$ cat src/rtl/rv_mem_pkg.sv
// rtl/rv_mem_pkg.sv - shared definitions for data-memory masters
// Contents: RV32I load/store funct3 codes, LSU state enum, byte-enable
// patterns and the request legality check used before a bus request.
package rv_mem_pkg;

    localparam logic [2:0] F3_B  = 3'd0;
    localparam logic [2:0] F3_H  = 3'd1;
    localparam logic [2:0] F3_W  = 3'd2;
    localparam logic [2:0] F3_BU = 3'd4;
    localparam logic [2:0] F3_HU = 3'd5;

    typedef enum logic [1:0] {IDLE, REQ, WAIT, DONE} lsu_state_t;

    localparam logic [3:0] BE_NONE    = 4'b0000;
    localparam logic [3:0] BE_BYTE0   = 4'b0001;
    localparam logic [3:0] BE_LO_HALF = 4'b0011;
    localparam logic [3:0] BE_HI_HALF = 4'b1100;
    localparam logic [3:0] BE_ALL     = 4'b1111;

    // An unsupported funct3 is folded into the misalignment fault so the
    // core sees a single fault flag for any request that never reaches the bus.
    function automatic logic lsu_fault(input logic       we,
                                       input logic [2:0] f3,
                                       input logic [1:0] off);
        logic bad_f3;
        logic mis;
        bad_f3 = we ? (f3 > F3_W) : (f3 == 3'd3 || f3 == 3'd6 || f3 == 3'd7);
        case (f3[1:0])
            2'd1:    mis = off[0];
            2'd2:    mis = (off != 2'd0);
            default: mis = 1'b0;
        endcase
        return bad_f3 | mis;
    endfunction

endpackage

$ cat src/rtl/load_extend.sv
// rtl/load_extend.sv - load lane extraction and sign/zero extension
// Ports: rdata (raw memory word), funct3 (load type), byte_off (byte address
// bits [1:0]) -> result (right-justified, extended load value). Combinational.
module load_extend
    import rv_mem_pkg::*;
(
    input  logic [31:0] rdata,
    input  logic [2:0]  funct3,
    input  logic [1:0]  byte_off,
    output logic [31:0] result
);

    logic [7:0]  byte_sel;
    logic [15:0] half_sel;

    always_comb begin
        case (byte_off)
            2'd0:    byte_sel = rdata[7:0];
            2'd1:    byte_sel = rdata[15:8];
            2'd2:    byte_sel = rdata[23:16];
            default: byte_sel = rdata[31:24];
        endcase
        half_sel = byte_off[1] ? rdata[31:16] : rdata[15:0];
        case (funct3)
            F3_B:    result = {{24{byte_sel[7]}}, byte_sel};
            F3_BU:   result = {24'h0, byte_sel};
            F3_H:    result = {{16{half_sel[15]}}, half_sel};
            F3_HU:   result = {16'h0, half_sel};
            default: result = rdata;
        endcase
    end

endmodule

$ cat src/rtl/lsu_mem_master.sv
// rtl/lsu_mem_master.sv - load/store unit master for a word-organised data memory
// Core side: core_req/we/funct3/addr/wdata in; core_stall, core_done pulse,
// core_rdata, core_misaligned, core_bus_err out.
// Memory side: mem_req/we/addr/be/wdata out (registered, held until mem_gnt);
// mem_gnt, mem_rvalid, mem_rdata in.
module lsu_mem_master
    import rv_mem_pkg::*;
#(
    parameter int ADDR_W      = 10,
    parameter int TIMEOUT_CYC = 16
) (
    input  logic              clk,
    input  logic              rst,
    input  logic              core_req,
    input  logic              core_we,
    input  logic [2:0]        core_funct3,
    input  logic [31:0]       core_addr,
    input  logic [31:0]       core_wdata,
    output logic              core_stall,
    output logic              core_done,
    output logic [31:0]       core_rdata,
    output logic              core_misaligned,
    output logic              core_bus_err,
    output logic              mem_req,
    output logic              mem_we,
    output logic [ADDR_W-1:0] mem_addr,
    output logic [3:0]        mem_be,
    output logic [31:0]       mem_wdata,
    input  logic              mem_gnt,
    input  logic              mem_rvalid,
    input  logic [31:0]       mem_rdata
);

    localparam int CW = (TIMEOUT_CYC > 2) ? $clog2(TIMEOUT_CYC) : 1;
    localparam logic [CW-1:0] CNT_LAST = CW'(TIMEOUT_CYC - 1);

    lsu_state_t        state_q, state_d;
    logic [CW-1:0]     cnt_q, cnt_d;
    logic              mem_req_q, mem_req_d;
    logic              mem_we_q, mem_we_d;
    logic [ADDR_W-1:0] mem_addr_q, mem_addr_d;
    logic [3:0]        mem_be_q, mem_be_d;
    logic [31:0]       mem_wdata_q, mem_wdata_d;
    logic [2:0]        f3_q, f3_d;
    logic [1:0]        off_q, off_d;
    logic              done_q, done_d;
    logic              mis_q, mis_d;
    logic              berr_q, berr_d;
    logic [31:0]       rdata_q, rdata_d;
    logic [31:0]       ext_data;
    logic              unused_addr_bits;

    assign unused_addr_bits = ^core_addr[31:ADDR_W+2];

    load_extend u_load_extend (
        .rdata    (mem_rdata),
        .funct3   (f3_q),
        .byte_off (off_q),
        .result   (ext_data)
    );

    always_comb begin
        state_d     = state_q;
        cnt_d       = cnt_q;
        mem_req_d   = mem_req_q;
        mem_we_d    = mem_we_q;
        mem_addr_d  = mem_addr_q;
        mem_be_d    = mem_be_q;
        mem_wdata_d = mem_wdata_q;
        f3_d        = f3_q;
        off_d       = off_q;
        rdata_d     = rdata_q;
        done_d      = 1'b0;
        mis_d       = 1'b0;
        berr_d      = 1'b0;
        case (state_q)
            IDLE: begin
                if (core_req) begin
                    if (lsu_fault(core_we, core_funct3, core_addr[1:0])) begin
                        state_d = DONE;
                        done_d  = 1'b1;
                        mis_d   = 1'b1;
                        rdata_d = 32'h0;
                    end else begin
                        state_d    = REQ;
                        cnt_d      = '0;
                        mem_req_d  = 1'b1;
                        mem_we_d   = core_we;
                        mem_addr_d = core_addr[ADDR_W+1:2];
                        f3_d       = core_funct3;
                        off_d      = core_addr[1:0];
                        if (!core_we) begin
                            mem_be_d    = BE_ALL;
                            mem_wdata_d = 32'h0;
                        end else begin
                            case (core_funct3[1:0])
                                2'd0: begin
                                    mem_be_d    = BE_BYTE0 << core_addr[1:0];
                                    mem_wdata_d = {4{core_wdata[7:0]}};
                                end
                                2'd1: begin
                                    mem_be_d    = core_addr[1] ? BE_HI_HALF : BE_LO_HALF;
                                    mem_wdata_d = {2{core_wdata[15:0]}};
                                end
                                default: begin
                                    mem_be_d    = BE_ALL;
                                    mem_wdata_d = core_wdata;
                                end
                            endcase
                        end
                    end
                end
            end
            REQ: begin
                cnt_d = cnt_q + 1'b1;
                // Grant beats a coincident timeout.
                if (mem_gnt) begin
                    mem_req_d = 1'b0;
                    if (mem_we_q) begin
                        state_d = DONE;
                        done_d  = 1'b1;
                        rdata_d = 32'h0;
                    end else begin
                        state_d = WAIT;
                    end
                end else if (cnt_q == CNT_LAST) begin
                    mem_req_d = 1'b0;
                    state_d   = DONE;
                    done_d    = 1'b1;
                    berr_d    = 1'b1;
                    rdata_d   = 32'h0;
                end
            end
            WAIT: begin
                cnt_d = cnt_q + 1'b1;
                if (mem_rvalid) begin
                    state_d = DONE;
                    done_d  = 1'b1;
                    rdata_d = ext_data;
                end else if (cnt_q == CNT_LAST) begin
                    state_d = DONE;
                    done_d  = 1'b1;
                    berr_d  = 1'b1;
                    rdata_d = 32'h0;
                end
            end
            default: begin
                state_d = IDLE;
            end
        endcase
    end

    always_ff @(posedge clk or posedge rst) begin
        if (rst) begin
            state_q     <= IDLE;
            cnt_q       <= '0;
            mem_req_q   <= 1'b0;
            mem_we_q    <= 1'b0;
            mem_addr_q  <= '0;
            mem_be_q    <= BE_NONE;
            mem_wdata_q <= 32'h0;
            f3_q        <= 3'd0;
            off_q       <= 2'd0;
            done_q      <= 1'b0;
            mis_q       <= 1'b0;
            berr_q      <= 1'b0;
            rdata_q     <= 32'h0;
        end else begin
            state_q     <= state_d;
            cnt_q       <= cnt_d;
            mem_req_q   <= mem_req_d;
            mem_we_q    <= mem_we_d;
            mem_addr_q  <= mem_addr_d;
            mem_be_q    <= mem_be_d;
            mem_wdata_q <= mem_wdata_d;
            f3_q        <= f3_d;
            off_q       <= off_d;
            done_q      <= done_d;
            mis_q       <= mis_d;
            berr_q      <= berr_d;
            rdata_q     <= rdata_d;
        end
    end

    // Gated by rst so the stall drops the moment reset asserts, even while
    // the core is still holding core_req.
    assign core_stall = ~rst & ((state_q == IDLE && core_req) ||
                                state_q == REQ || state_q == WAIT);

    assign core_done       = done_q;
    assign core_rdata      = rdata_q;
    assign core_misaligned = mis_q;
    assign core_bus_err    = berr_q;
    assign mem_req         = mem_req_q;
    assign mem_we          = mem_we_q;
    assign mem_addr        = mem_addr_q;
    assign mem_be          = mem_be_q;
    assign mem_wdata       = mem_wdata_q;

endmodule

$ cat config.mk
export PLATFORM = sky130hd
export DESIGN_NAME = lsu_mem_master
export DESIGN_NICKNAME = d
export VERILOG_FILES = /design/src/rtl/rv_mem_pkg.sv /design/src/rtl/load_extend.sv /design/src/rtl/lsu_mem_master.sv
export SDC_FILE = /design/constraint.sdc
export NUM_CORES = 1
export LEC_CHECK = 0
export CAP_MARGIN = 20
export CORE_ASPECT_RATIO = 0.5
export CORE_MARGIN = 1.5
export CORE_UTILIZATION = 45
export DETAILED_ROUTE_END_ITERATION = 10
export PLACE_DENSITY = 0.88
export RECOVER_POWER = 50
export SETUP_SLACK_MARGIN = 0.3
export SKIP_CTS_REPAIR_TIMING = 1
export SKIP_LAST_GASP = 1
export SLEW_MARGIN = 0
export SYNTH_ARGS = -nofsm -noshare
export SYNTH_HDL_FRONTEND = slang
export SYNTH_SLANG_ARGS = --single-unit
$ cat constraint.sdc
create_clock -name clk -period 8.5 [get_ports clk]
set_clock_uncertainty 0.2 [all_clocks]
set_input_delay 0.85 -clock clk [delete_from_list [all_inputs] [get_ports clk]]
set_output_delay 0.85 -clock clk [all_outputs]
set_load 0.02 [all_outputs]
Word level (Yosys, flattened, before mapping)
Index checks and enable logic that the tools add are counted.
- add/subtract/negate cells: 1
- $lt $le $gt $ge: 1
- div/mod/pow operators: 0
- reductions and logical operators: 18
- mux-type cells: 45
- shifts and indexed selects: 1
- multipliers: 0
- bitwise operators: 4
- equal/unequal tests: 18
- operators by type and width (cell ; count):
    32-bit two-way mux ; 7
    32-bit case mux with 4 select lines ; 1
    32-bit case mux with 3 select lines ; 1
    32-bit case mux with 2 select lines ; 1
    8-bit case mux with 3 select lines ; 1
    1-bit two-way mux ; 17
    16-bit two-way mux ; 1
    4-bit two-way mux ; 4
    4-bit case mux with 2 select lines ; 2
    3-bit equality test, second input constant ; 4
    2-bit two-way mux ; 5
    4-bit AND reduction ; 2
    2-bit by 1-bit equality test with 1-bit output, second input constant ; 3
    2-bit equality test, second input constant ; 3
    2-bit logical NOT ; 3
    2-bit inequality test, second input constant ; 3
    3-bit inequality test, second input constant ; 2
    1-bit case mux with 2 select lines ; 3
    2-bit case mux with 3 select lines ; 1
    3-bit AND reduction ; 2
    2-bit nonzero test ; 3
    4-bit by 1-bit adder with 4-bit output, second input constant ; 1
    4-bit equality test, second input constant ; 1
    1-bit logical OR ; 4
    other kinds (12) ; 13
- bits in latches: 0
- register bits: 94
- input port bits: 105
- memories kept: 0
- output and inout bits: 84
- memory bits (read-only): 0
- memory bits (writable): 0

Depth between registers and ports, before layout
Gate-level depths: netlist of the first run.
- depth in word-level cells: 8
- depth in mapped cells: 9
- mapped depth without buffers: 6

Cells and area by module
From an unflattened synthesis of the first run, not the netlist that was laid out.
- cells, all modules: 514
- area total of the unflattened synthesis: 5410.2 sq um
- modules (own cells, without submodules) (module ; cells each ; instances ; area each (sq um)):
    lsu_mem_master ; 381 ; 1 ; 4440.5
    load_extend ; 133 ; 1 ; 969.7

Least setup slack after synthesis of the first run
OpenSTA, ideal clock, no wires.
- path kind: input -> register
- start point: input port core_funct3[1]
- end point: register off_q[0]
- setup slack: 5668 ps
- path buffers: 2
- data arrival time: 2507 ps
- cell stages on the path: 8
- library setup time: 125 ps
- cell sequence: buf_4 > inv_1 > ha_1 > o211ai_1 > nand2_1 > nor3_4 > buf_6 > mux2_2
- cells in the longest elaborated chain, start to end: 7
- elaborated cells on any way between the ends: 15
- those cells by class: order compare: 1; eq/ne: 5; mux: 4; bitwise: 2; reduce/logical: 3
- ends and longest elaborated chain (item ; line ; RTL):
    start, declared ; lsu_mem_master.sv:16 ; input logic [2:0] core_funct3,
    2-bit equality test, or another cell as far along ; rv_mem_pkg.sv:28 ; case (f3[1:0])
    1-bit case mux with 2 select lines or 1-bit logical OR (tied branches) ; rv_mem_pkg.sv:28, rv_mem_pkg.sv:27 ;
    1-bit two-way mux or 1-bit logical OR (tied branches) ; lsu_mem_master.sv:78, rv_mem_pkg.sv:27 ;
    1-bit two-way mux (on tied branches) ; lsu_mem_master.sv:76, rv_mem_pkg.sv:27 ;
    1-bit OR (*) ; rv_mem_pkg.sv:33 ; return bad_f3 | mis;
    1-bit NOT (no source line) (*) ; n/a ;
    3-bit AND reduction (no source line) (*) ; n/a ;
    end signal, assigned ; lsu_mem_master.sv:163 ; off_q <= 2'd0;
    end signal, assigned ; lsu_mem_master.sv:177 ; off_q <= off_d;
    end, declared ; lsu_mem_master.sv:45 ; logic [1:0] off_q, off_d;
Every way passes the cells marked *; elsewhere a longest branch is shown, timed or not. The select of a mux whose other input is x is not followed.
A chain may end at the register's enable or synchronous reset.

==> results.md, run 1 <==
- Status: finished, violations left
- Violated checks: max-capacitance violations, max-slew violations
- Seq/Total Area, Yosys: 44.0%
- DP HPWL: 10.2 mm
- Antenna Cells: 0
- Final RePlAce weighted congestion: 0.800
- DR pass1 iterations: 8
- Fmax achieved: 188 MHz
- Final instance count without filler cells: 814
- Die Height: 80.0 um
- Startpoint Class: input pin
- Fin. Hold Viols: 0
- Largest stage delay on the critical path: 2.50 ns
- Vias in the first global route: 4580
- Critical path data arrival time: 4.78 ns
- Net Sw Frac: 41.6%
- Worst Path Buf+Inv: 3
- Layout net count: 767
- Starting Density: 47.3%
- Mean Syn Cell Area: 10.7 um2
- Synthesis-to-finish area growth: 38.3%
- Die width: 157 um
- Drt wl/cell: 18.1 um
- Slew Limit Fails: 65
- Setup Viol. Count Final: 0
- Worst min-delay path class: reg2reg
- Tmin final: 5.32 ns
- Worst skew pair latency: 0.33 ns
- Unique masters post-synth: 48
- Power share of the sequential group: 31.2%
- R2r setup slk: 5.61 ns
- Clock power frac: 17.0%
- Reg-to-reg critical path endpoint: mem_addr[6]
- Max FO, Critical Path: 64
- Area leader, netlist: dfrtp_1
- Warnings, synthesis: 0
- Chain of cells forming the critical path: dlygate4sd3_1 -> clkinvlp_2 -> clkbuf_1
- Yosys reg bits: 94
- Remaining antenna violation count: 0
- Design Power: 2.45 mW
- GR Overflow Total: 0
- Total die area: 12600 um2
- Most frequent cells in the layout: dfrtp_1 (94), dlygate4sd3_1 (85), clkdlybuf4s50_1 (83), inv_1 (56)
- Row count: 27
- Fraction of layout cells with a size suffix above 1: 12.2%
- EDFF count, synth: 0
- Post-Syn Instances: 499
- DRC: 0
- Max-slew headroom: -129%
- Initial antenna violation count: 0
- Port Buffer Count: 168
- Int Power: 1.43 mW
- CTS Buffer Depth: 2
- Peak supply drop: 198 uV
- Yosys top cell area share: 44.0%
- Max Cap Violations: 1
- Power per cell area: 331 nW/um2
- Worst Hold Depth: 1
- WS Path Type: in2async
- Commonest non-fill, non-tap cell in the layout: dfrtp_1
- Largest net degree at the start of global routing: 65
- WL final: 14.7 mm
- RSZ-0062 raised after global routing: false
- First-pass GRT wire length: 23.1 mm
- H-tree depth: 3
- RR Startpoint: state_q[0]
- Total GRT Usage: 23.6%
- # IOs: 189
- TritonCTS clock tree: built
- Clk sinks: 94
- Leak: 3.24 nW
- Util after Layout: 65.5%
- Vias: 4614
- Clock Pin Slew Worst Setup and Hold Paths: 0.07 ns
- Crit path max-delay family: buffers and inverters
- R2R depth: 7
- Type of destination of the critical path: async pin
- Period utilization: 62.6%
- Synthesized cell area: 5340 um2
- Slowest CP cell: clkbuf_1
- Worst Path Required: 7.96 ns
- Switching power: 1.02 mW
- Total core area: 11300 um2
- Setup tns final: 0 ns
- Synth Net Count: 615
- HP Start: mem_wdata[26]
- Placed Instances: 797
- Via density per instance: 5.67
- Clock root cell: clkbuf_16
- Drt initial violations: 360
- Worst hold endpoint: mem_wdata[26]
- Num CTS Buffers: 9
- Top FF cell, synth: dfrtp_1
- Slew @ Worst Pin: 3.44 ns
- Top post-synthesis cells by area: dfrtp_1 (44%), mux2_2 (8.4%), mux2i_1 (6.7%), inv_1 (4.0%), o32ai_1 (3.6%)
- Comb pwr share: 51.8%
- Async S/R FF share, synth: 100%
## layer usage
layer  track usage (%)  vias to the layer above  wire length (um)
met5                 0                        -                 0
met4              7.64                        0               274
met3              5.27                       28              1030
met2              40.5                      212              7140
met1              29.9                     2248              6240
li1                  -                     2126                 -
## Yosys cell counts, drive strengths merged (3+ instances only)
library cell	count
nor2b	16
o22ai	6
ha	11
nor2	40
nand2b	5
nand3	5
dfrtp	94
o21ai	14
o211ai	7
mux2i	37
mux2	42
o32ai	32
a22o	16
a21oi	7
inv	57
or2	3
buf	18
a22oi	19
clkbuf	16
nand2	17
a222oi	7
## registers in the layout, indices dropped and copies added (netlist names)
| name | flops |
|---|---|
| mem_we | 1 |
| core_bus_err | 1 |
| state_q | 2 |
| mem_req | 1 |
| mem_wdata | 32 |
| off_q | 2 |
| core_done | 1 |
| mem_be | 4 |
| core_misaligned | 1 |
| core_rdata | 32 |
| f3_q | 3 |
| mem_addr | 10 |
| cnt_q | 4 |
## stage by stage
stage / setup slack (ns) / hold slack (ns) / cell area, um2
floorplan: 5.00 / 0.268 / 5340
global placement: 3.47 / 0.279 / 7050
detailed placement: 3.36 / 0.275 / 7050
CTS: 3.70 / 0.300 / 7350
global route: 2.20 / 0.313 / 7390
finish: 3.18 / 0.290 / 7390
## worst max-delay path by stage
stage / startpoint / end / slack, ns / cells past startpoint
after floorplan: rst / cnt_q[0] / 5.00 / 1
after global placement: core_funct3[1] / mem_be[2] / 3.47 / 8
after detailed placement: core_funct3[1] / mem_addr[8] / 3.36 / 8
after CTS: core_funct3[1] / mem_addr[6] / 3.70 / 8
after global routing: rst / core_rdata[23] / 2.20 / 3
final: rst / core_rdata[23] / 3.18 / 3
## cell families after synthesis
family | count (synthesis) | share of synthesized area, %
adder cells (fa/ha/maj) | 11 | 2.58
AND/OR/NAND/NOR | 93 | 8.34
buffers and inverters | 91 | 7.92
multiplexers | 79 | 16.0
AO/OA/AOI/OAI | 131 | 21.1
flip-flops | 94 | 44.0
## worst reg2reg max path, delay by kind of cell, from the launching register on
family,cells,cell delay [ns]
adder cells (fa/ha/maj),1,0.33
buffers and inverters,3,0.81
flip-flops,1,0.45
multiplexers,1,0.43
AND/OR/NAND/NOR,2,0.56
## area by class of cell
class / count / area (um2)
fill: 903 / 3900
clock buffer: 12 / 256
clock inverter: 3 / 43.8
sequential: 94 / 2350
tap: 159 / 199
multi-input combinational: 314 / 2560
timing repair buffer: 175 / 1760
inverter: 57 / 215
## power groups by stage
stage               clock network, mW  registers [mW]  logic [mW]
floorplan                           0           0.909       0.703
detailed placement                  0           0.772        1.31
finish                          0.415           0.764        1.27
global placement                    0           0.764        1.28
global route                    0.439           0.791        1.36
CTS                             0.422           0.770        1.32
(Power assumes the default switching activity.)
==> inputs of run 2 (changes only) <==
Settings changed: CORE_UTILIZATION 45 to 41, PLACE_DENSITY 0.88 to 0.85.
Clock period 8.5 ns to 4.6 ns, I/O delays scaled along.
==> results.md, run 2 (same netlist as run 1, synthesis figures left out) <==
- CTS Buffer Depth: 2
- Row count: 29
- Peak supply drop: 357 uV
- Drt wl/cell: 17.8 um
- Vias: 4534
- Max Cap Violations: 1
- RSZ-0062 raised after global routing: false
- Setup tns final: 0 ns
- Final WS setup: 1.33 ns
- Drt initial violations: 436
- Status: finished, violations left
- Via density per instance: 5.48
- Fmax achieved: 306 MHz
- Power share of the sequential group: 31.0%
- Largest stage delay on the critical path: 1.89 ns
- Type of destination of the critical path: async pin
- Remaining antenna violation count: 0
- Initial antenna violation count: 0
- Leak: 3.19 nW
- Final RePlAce weighted congestion: 0.848
- Switching power: 1.90 mW
- First-pass GRT wire length: 23.7 mm
- DP HPWL: 10.4 mm
- Clk sinks: 94
- Clock root cell: clkbuf_16
- Slowest CP cell: inv_1
- Port Buffer Count: 168
- Synthesis-to-finish area growth: 38.5%
- Slew @ Worst Pin: 2.68 ns
- Setup Viol. Count Final: 0
- Largest net degree at the start of global routing: 71
- Die width: 164 um
- Tmin final: 3.27 ns
- Max FO, Critical Path: 70
- WS Path Type: in2async
- Commonest non-fill, non-tap cell in the layout: clkdlybuf4s50_1
- Violated checks: max-capacitance violations, max-slew violations
- Total core area: 12700 um2
- Crit path max-delay family: buffers and inverters
- Storage cell area: 2350 um2
- Vias in the first global route: 4690
- Worst Path Required: 4.27 ns
- DRC: 0
- Fin. Hold Viols: 0
- Max-slew headroom: -78.5%
- Most frequent cells in the layout: clkdlybuf4s50_1 (112), dfrtp_1 (94), inv_1 (57), dlygate4sd3_1 (56)
- H-tree depth: 3
- Startpoint Class: input pin
- Antenna Cells: 0
- # IOs: 189
- TritonCTS clock tree: built
- Slew Limit Fails: 71
- Clock power frac: 16.8%
- Die Height: 83.7 um
- Worst min-delay path class: reg2reg
- GR Overflow Total: 0
- DR pass1 iterations: 5
- Layout net count: 768
- Post-Place Worst Slack: 1.17 ns
- Clock Pin Slew Worst Setup and Hold Paths: 0.07 ns
- Total GRT Usage: 21.7%
- Comb pwr share: 52.2%
- Total die area: 13800 um2
- Starting Density: 42.0%
- Worst Path Buf+Inv: 2
- # fillers: 1088
- Net Sw Frac: 41.6%
- Int Power: 2.67 mW
- WL final: 14.7 mm
- Num CTS Buffers: 9
- Period utilization: 71.1%
- Power per cell area: 618 nW/um2
- Critical path data arrival time: 2.94 ns
- Chain of cells forming the critical path: dlygate4sd3_1 -> inv_1
- Area of the multi-input gates: 2560 um2
- Worst skew pair latency: 0.33 ns
- Fraction of layout cells with a size suffix above 1: 12.6%
run 2: area by class of cell:
cell class | instances | share of cell area [%]
multi-input cells | 314 | 34.7
flip-flops and latches | 94 | 31.8
repair buffers | 176 | 23.5
clock buffers | 11 | 3.42
inverters | 57 | 2.89
well taps | 170 | 2.88
clock inverters | 5 | 0.778
run 2: final timing paths:
path                                start        endpoint  slack, ns  cells after the start
min in group asynchronous             rst      state_q[0]       1.35                      2
hold / removal              mem_wdata[26]   mem_wdata[26]       0.29                      1
hold reg to reg             mem_wdata[26]   mem_wdata[26]       0.29                      1
max in group clk           core_funct3[1]     mem_addr[9]       1.54                      9
setup / recovery                      rst       mem_be[3]       1.33                      2
setup reg to reg                 off_q[1]  core_rdata[13]       1.95                      4
run 2: power by group through the flow:
stage / clock network, mW / logic [mW] / registers, mW
after detailed placement: 0 / 2.44 / 1.43
after floorplan: 0 / 1.30 / 1.68
final: 0.769 / 2.39 / 1.42
after CTS: 0.785 / 2.45 / 1.42
after global placement: 0 / 2.39 / 1.41
after global routing: 0.816 / 2.55 / 1.46
run 2: layer usage:
layer	part of all wire [%]	up-vias	track usage, %
li1	-	2124	-
met1	44	2223	28.2
met2	49	167	37.2
met3	6.3	20	4.47
met4	1.2	0	4.75
met5	0	-	0
run 2: worst register-to-register path: stages (launching register included):
cell	delay (ns)
dfrtp_1	0.80
mux2i_1	0.48
o22ai_1	0.35
a222oi_1	0.55
o32ai_2	0.13
run 2: stage by stage:
| stage | hold slack (ns) | instance area (um2) | total power [mW] | instances | utilization (%) |
|---|---|---|---|---|---|
| after floorplan | 0.268 | 5340 | 2.98 | 499 | - |
| after global placement | 0.275 | 7090 | 3.80 | 811 | 55.8 |
| after detailed placement | 0.280 | 7090 | 3.86 | 811 | 55.8 |
| after CTS | 0.299 | 7400 | 4.66 | 827 | 58.3 |
| after global routing | 0.311 | 7400 | 4.83 | 827 | 58.2 |
| final | 0.294 | 7400 | 4.57 | 827 | 58.2 |
